===== src/rtl/id_ex_stage_pkg.sv =====
// id_ex_stage_pkg: shared core widths and helpers for the ID/EX pipeline register.
`ifndef REG_W
`define REG_W 5
`endif
`ifndef DATA_W
`define DATA_W 16
`endif
`ifndef REG
`define REG 32
`endif
`ifndef REG_STACK
`define REG_STACK 29
`endif
package id_ex_stage_pkg;
  localparam int REG_W_D = `REG_W;
  localparam int DATA_W_D = `DATA_W;
  localparam int CNT_W = 16;
  function automatic logic [CNT_W-1:0] sat_inc(input logic [CNT_W-1:0] c);
    return (c == {CNT_W{1'b1}}) ? c : c + 1'b1;
  endfunction
endpackage


===== src/rtl/id_ex_stage_fwd_mux.sv =====
// fwd_mux: picks one source operand from register zero, EX result, MEM result or register file.
module fwd_mux #(
  parameter int REG_W = `REG_W,
  parameter int DATA_W = `DATA_W
) (
  input  logic [REG_W-1:0]  idx,
  input  logic [DATA_W-1:0] rd,
  input  logic              ex_ld,
  input  logic              exf_we,
  input  logic [REG_W-1:0]  exf_a3,
  input  logic [DATA_W-1:0] exf_res,
  input  logic              memf_we,
  input  logic [REG_W-1:0]  memf_a3,
  input  logic [DATA_W-1:0] memf_res,
  output logic [DATA_W-1:0] op
);
  logic ex_hit, mem_hit;
  // A load in EX has no data yet; the load-use stall handles it instead.
  always_comb begin
    ex_hit = exf_we & ~ex_ld & (exf_a3 == idx);
    mem_hit = memf_we & (memf_a3 == idx);
    op = (idx == '0) ? '0 : ex_hit ? exf_res : mem_hit ? memf_res : rd;
  end
endmodule


===== src/rtl/id_ex_stage.sv =====
// id_ex_stage: ID/EX pipeline register with operand forwarding, load-use stall and flush.
module id_ex_stage
  import id_ex_stage_pkg::*;
#(
  parameter int REG_W = `REG_W,
  parameter int DATA_W = `DATA_W
) (
  input  logic              clk,
  input  logic              rst_n,
  input  logic              id_valid,
  input  logic [REG_W-1:0]  id_a1,
  input  logic [REG_W-1:0]  id_a2,
  input  logic [REG_W-1:0]  id_a3,
  input  logic              id_use1,
  input  logic              id_use2,
  input  logic              id_we,
  input  logic              id_ld,
  input  logic [DATA_W-1:0] rd1,
  input  logic [DATA_W-1:0] rd2,
  input  logic              exf_we,
  input  logic [REG_W-1:0]  exf_a3,
  input  logic [DATA_W-1:0] exf_res,
  input  logic              memf_we,
  input  logic [REG_W-1:0]  memf_a3,
  input  logic [DATA_W-1:0] memf_res,
  input  logic              flush,
  output logic              stall,
  output logic              ex_valid,
  output logic              ex_we,
  output logic              ex_ld,
  output logic [REG_W-1:0]  ex_a3,
  output logic [DATA_W-1:0] ex_op1,
  output logic [DATA_W-1:0] ex_op2,
  output logic [CNT_W-1:0]  stall_cnt
);
  logic ex_valid_q, ex_we_q, ex_ld_q, ex_valid_d, ex_we_d, ex_ld_d, bubble;
  logic [REG_W-1:0] ex_a3_q, ex_a3_d;
  logic [DATA_W-1:0] ex_op1_q, ex_op2_q, ex_op1_d, ex_op2_d, fwd1, fwd2;
  logic [CNT_W-1:0] stall_cnt_q, stall_cnt_d;
  fwd_mux #(.REG_W(REG_W), .DATA_W(DATA_W)) u_fwd1 (
    .idx(id_a1), .rd(rd1), .ex_ld(ex_ld_q),
    .exf_we(exf_we), .exf_a3(exf_a3), .exf_res(exf_res),
    .memf_we(memf_we), .memf_a3(memf_a3), .memf_res(memf_res), .op(fwd1)
  );
  fwd_mux #(.REG_W(REG_W), .DATA_W(DATA_W)) u_fwd2 (
    .idx(id_a2), .rd(rd2), .ex_ld(ex_ld_q),
    .exf_we(exf_we), .exf_a3(exf_a3), .exf_res(exf_res),
    .memf_we(memf_we), .memf_a3(memf_a3), .memf_res(memf_res), .op(fwd2)
  );
  // Flush masks the stall, so flush+stall yields one bubble and no count.
  always_comb begin
    stall = id_valid & ~flush & ex_valid_q & ex_ld_q & (|ex_a3_q)
          & ((id_use1 & (id_a1 == ex_a3_q)) | (id_use2 & (id_a2 == ex_a3_q)));
    bubble = flush | stall | ~id_valid;
    ex_valid_d = ~bubble;
    ex_we_d = ~bubble & id_we;
    ex_ld_d = ~bubble & id_ld;
    ex_a3_d = bubble ? '0 : id_a3;
    ex_op1_d = bubble ? '0 : fwd1;
    ex_op2_d = bubble ? '0 : fwd2;
    stall_cnt_d = stall ? sat_inc(stall_cnt_q) : stall_cnt_q;
  end
  always_ff @(posedge clk or negedge rst_n) begin
    if (!rst_n) begin
      ex_valid_q <= 1'b0;
      ex_we_q <= 1'b0;
      ex_ld_q <= 1'b0;
      ex_a3_q <= '0;
      ex_op1_q <= '0;
      ex_op2_q <= '0;
      stall_cnt_q <= '0;
    end else begin
      ex_valid_q <= ex_valid_d;
      ex_we_q <= ex_we_d;
      ex_ld_q <= ex_ld_d;
      ex_a3_q <= ex_a3_d;
      ex_op1_q <= ex_op1_d;
      ex_op2_q <= ex_op2_d;
      stall_cnt_q <= stall_cnt_d;
    end
  end
  assign ex_valid = ex_valid_q;
  assign ex_we = ex_we_q;
  assign ex_ld = ex_ld_q;
  assign ex_a3 = ex_a3_q;
  assign ex_op1 = ex_op1_q;
  assign ex_op2 = ex_op2_q;
  assign stall_cnt = stall_cnt_q;
endmodule


===== config.mk =====
export PLATFORM = sky130hd
export DESIGN_NAME = id_ex_stage
export DESIGN_NICKNAME = d
export VERILOG_FILES = /design/src/rtl/id_ex_stage_pkg.sv /design/src/rtl/id_ex_stage_fwd_mux.sv /design/src/rtl/id_ex_stage.sv
export SDC_FILE = /design/constraint.sdc
export NUM_CORES = 1
export LEC_CHECK = 0
export ABC_AREA = 0
export ABC_CLOCK_PERIOD_IN_PS = 2200
export BUFFER_PORTS_ARGS = -buffer_cell sky130_fd_sc_hd__buf_4
export CAP_MARGIN = 10
export CORE_UTILIZATION = 46
export CTS_CLUSTER_DIAMETER = 80
export DETAILED_ROUTE_END_ITERATION = 12
export PLACE_DENSITY = 0.88
export SYNTH_ARGS = -nofsm -noshare
export SYNTH_HDL_FRONTEND = slang
export SYNTH_SLANG_ARGS = --single-unit

===== constraint.sdc =====
create_clock -name clk -period 2.2 [get_ports clk]
set_input_delay 0.44 -clock clk [delete_from_list [all_inputs] [get_ports clk]]
set_output_delay 0.44 -clock clk [all_outputs]
set_load 0.02 [all_outputs]

==> summary.md <==
| Metric | Value |
|---|---|
| Outcome | finished with violations |
| Failing checks | design-rule violations |
| Max Transition Viols Final | 0 |
| CP Capture Type | output port |
| PortBufs | roughly 160 |
| Total power | around 2.2 mW |
| DRC | 15 |
| RSZ-0062 raised after global routing | no |
| Final setup fails | 0 |
| Ys async rst share | 1.00 |
| Post-CTS sizing | 0 |
| TritonCTS buffer count | 5 |
| Clock tree root buffer cell | clkbuf_8 |
| Avg WL per Cell | ~16 um |
| Cells after DPL | 514 |
| Yosys cell types | 32 |
| Worst Max-Slew Pin Slew | just over 700 ps |
| R2R cell count | 6 |
| Hold-fix buffers at CTS | 0 |
| MaxCap Viol Count | 0 |
| Layout Area Growth over Synthesis | 42.4% |
| Vias/cell | approximately 5.5 |
| Synthesized flop and latch total | 56 |
| Syn Std Cell Area | 0.00315 mm2 |
| Hpwl dp | roughly 6.5 mm |
| Post-placement cell area | about 0.0044 mm2 |
| Fin Hold WS | around 180 ps |
| First-pass GRT wire length | 13.7 mm |
| Initial DRC count | 124 |
| H-tree levels | 2 |
| Synth Warn # | 0 |
| Critical path arrival | ~1600 ps |
| Leak | 2.12 nW |
| Total core area | 0.00649 mm2 |
| CP cell instances | xnor2_1 > nand4_1 > o22a_1 > nor2_1 > buf_4 |
| Post-Layout Inst Area | roughly 0.0045 mm2 |
| Worst reg2reg setup slack | 320 ps |
| Diode count | 0 |
| Initial core utilization | 0.486 |
| Clock latency on the worst-skew pair | 310 ps |
| Global route overflow | 0 |
| Share of cells above drive strength 1 | 0.438 |
| Period utilization | 0.943 |
| GRT Total Usage | 0.240 |
| Top Ports | ~160 |
| Mapped Nets | approximately 390 |
| Synth Flop Type | dfrtp_1 |
| Row count | 29 |
| Min Tclk post-route | around 2100 ps |
| Slowest cell on crit path | dfrtp_1 |
| RR Startpoint | stall_cnt[0]$_DFFE_PN0P_ |
| Reg2Reg Capture Point | stall_cnt[1]$_DFFE_PN0P_ |
| Synthesized area per cell | around 11 um2 |
| Relative slew margins | 0.528 |
| RePlAce Congestion | slightly below 0.9 |
| Clock Path Buffers | 2 |
| Hold crit path type | in -> async |
| Clock sink total | 56 |
| Post-CTS Setup Inserts | 0 |
| Req. time, crit path | 1760 ps |
| Worst setup SP type | register |
| Die H | 84.8 um |
| Clock-pin slew on the worst setup and hold paths | roughly 100 ps |
| Drt total wl | 8.58 mm |
| Max incr delay on CP | between 400 and 500 ps |
| TritonCTS clock tree | built |
| Setup TNS | 0 ps |
| Largest net degree at the start of global routing | between 50 and 60 |
| Achievable Freq | 0.482 GHz |
| Non-filler cells, final | between 500 and 600 |
| Number of synthesized flops with an enable pin | 0 |
| WS Path Type | reg -> out |
| Buf/Inv on CP | 1 |
| Leading cell types in the layout, fill and taps excluded | buf_4 (160), dfrtp_1 (56), nor2_1 (37) |
| CP delay by family, top | flip-flops |
| Worst IR drop on VDD | 0.000243 V |
| Worst Path Max Fanout | 4 |
| Final net count | about 540 |
| Chip Width | 84.8 um |
| Detail Route Antenna Nets | 0 |
| Die area | ~0.007 mm2 |
| Number of global-route vias before repair | about 2900 |
| Drt first pass iters | 11 |
| Initial antenna violation count | 0 |
| Post-synthesis sequential area ratio | 0.444 |
| Final Skew | between 6 and 7 ps |
| Most common cell after layout, fill and taps aside | buf_4 |
| DR vias | between 2000 and 3000 |
| Cells after Synth | around 290 |
| Fin. Hold Viols | 0 |
| Pwr/cell area | roughly 500 mW/mm2 |
-- synthesized netlist by cell type, drive strengths merged (2+ instances only) --
| library cell | number | share of area |
|---|---|---|
| a211oi | 32 | 0.11 |
| a21oi | 4 | 0.0063 |
| and2 | 8 | 0.016 |
| and3 | 7 | 0.014 |
| and4 | 4 | 0.011 |
| buf | 8 | 0.028 |
| clkbuf | 6 | 0.0071 |
| dfrtp | 56 | 0.44 |
| inv | 2 | 0.0024 |
| mux2 | 2 | 0.0071 |
| mux2i | 32 | 0.10 |
| nand2 | 8 | 0.0095 |
| nand3 | 9 | 0.014 |
| nand4 | 9 | 0.018 |
| nor2 | 38 | 0.048 |
| nor2b | 2 | 0.0040 |
| nor3 | 7 | 0.011 |
| nor4 | 4 | 0.0079 |
| o21ai | 2 | 0.0056 |
| xnor2 | 27 | 0.075 |
| xor2 | 16 | 0.044 |
-- power breakdown --
group / internal, mW / leakage [nW] / total, mW / switching, mW
sequential: 1.06 / 0.761 / 1.08 / 0.0157
combinational: 0.227 / 1.30 / 0.439 / 0.212
clock: 0.345 / 0.0558 / 0.679 / 0.335
total: 1.63 / 2.12 / 2.19 / 0.562
-- cell families after synthesis --
family                     Yosys count  synth area share
buffers and inverters               16            0.0373
and+or+nand+nor                     97             0.155
adders and majority gates            1           0.00397
AOI/OAI and AO/OA                   42             0.131
muxes                               34             0.109
DFF                                 56             0.444
xor gates and xnor gates            43             0.119
-- worst max path at each step --
stage | startpoint | slack [ps] | to | cells past startpoint
after global placement | flush | 270 | stall_cnt[1]$_DFFE_PN0P_ | 6
after floorplan | stall_cnt[0]$_DFFE_PN0P_ | 390 | stall_cnt[1]$_DFFE_PN0P_ | 6
after CTS | ex_a3[3]$_DFF_PN0_ | 120 | stall | 5
final | ex_a3[2]$_DFF_PN0_ | 120 | stall | 5
after detailed placement | flush | 230 | stall_cnt[1]$_DFFE_PN0P_ | 6
after global routing | ex_a3[3]$_DFF_PN0_ | 20 | stall | 5
-- layer usage --
layer / global-route usage / up-vias / wire, um / part of all wire
met1: 0.284 / 1385 / 3270 / 0.38
met2: 0.449 / 125 / 4700 / 0.55
met3: 0.0393 / 8 / 521 / 0.061
met5: 0 / - / 0 / 0
met4: 0.0616 / 0 / 90 / 0.010
li1: - / 1339 / - / -
-- through the flow --
stage,setup WS [ps],utilization
6_report,125,0.692
5_1_grt,17.6,0.692
4_1_cts,120,0.692
3_5_place_dp,228,0.675
3_3_place_gp,268,0.675
2_1_floorplan,386,-
-- area by class of cell --
cell class                      instances  area (um2)
Timing Repair Buffer                  162        1240
Sequential cell                        56        1400
Multi-Input combinational cell        217        1640
Clock buffer                            6        72.6
Clock inverter                          2        38.8
Tap cell                               77        96.3
Fill cell                             534        2000
Inverter                                2        7.51
-- state kept, by name, summed over array words and instances (netlist names) --
name	flops
ex_we	1
ex_valid	1
ex_a3	5
ex_op1	16
stall_cnt	16
ex_ld	1
ex_op2	16
Note: power is estimated with default switching activity, not from simulation.
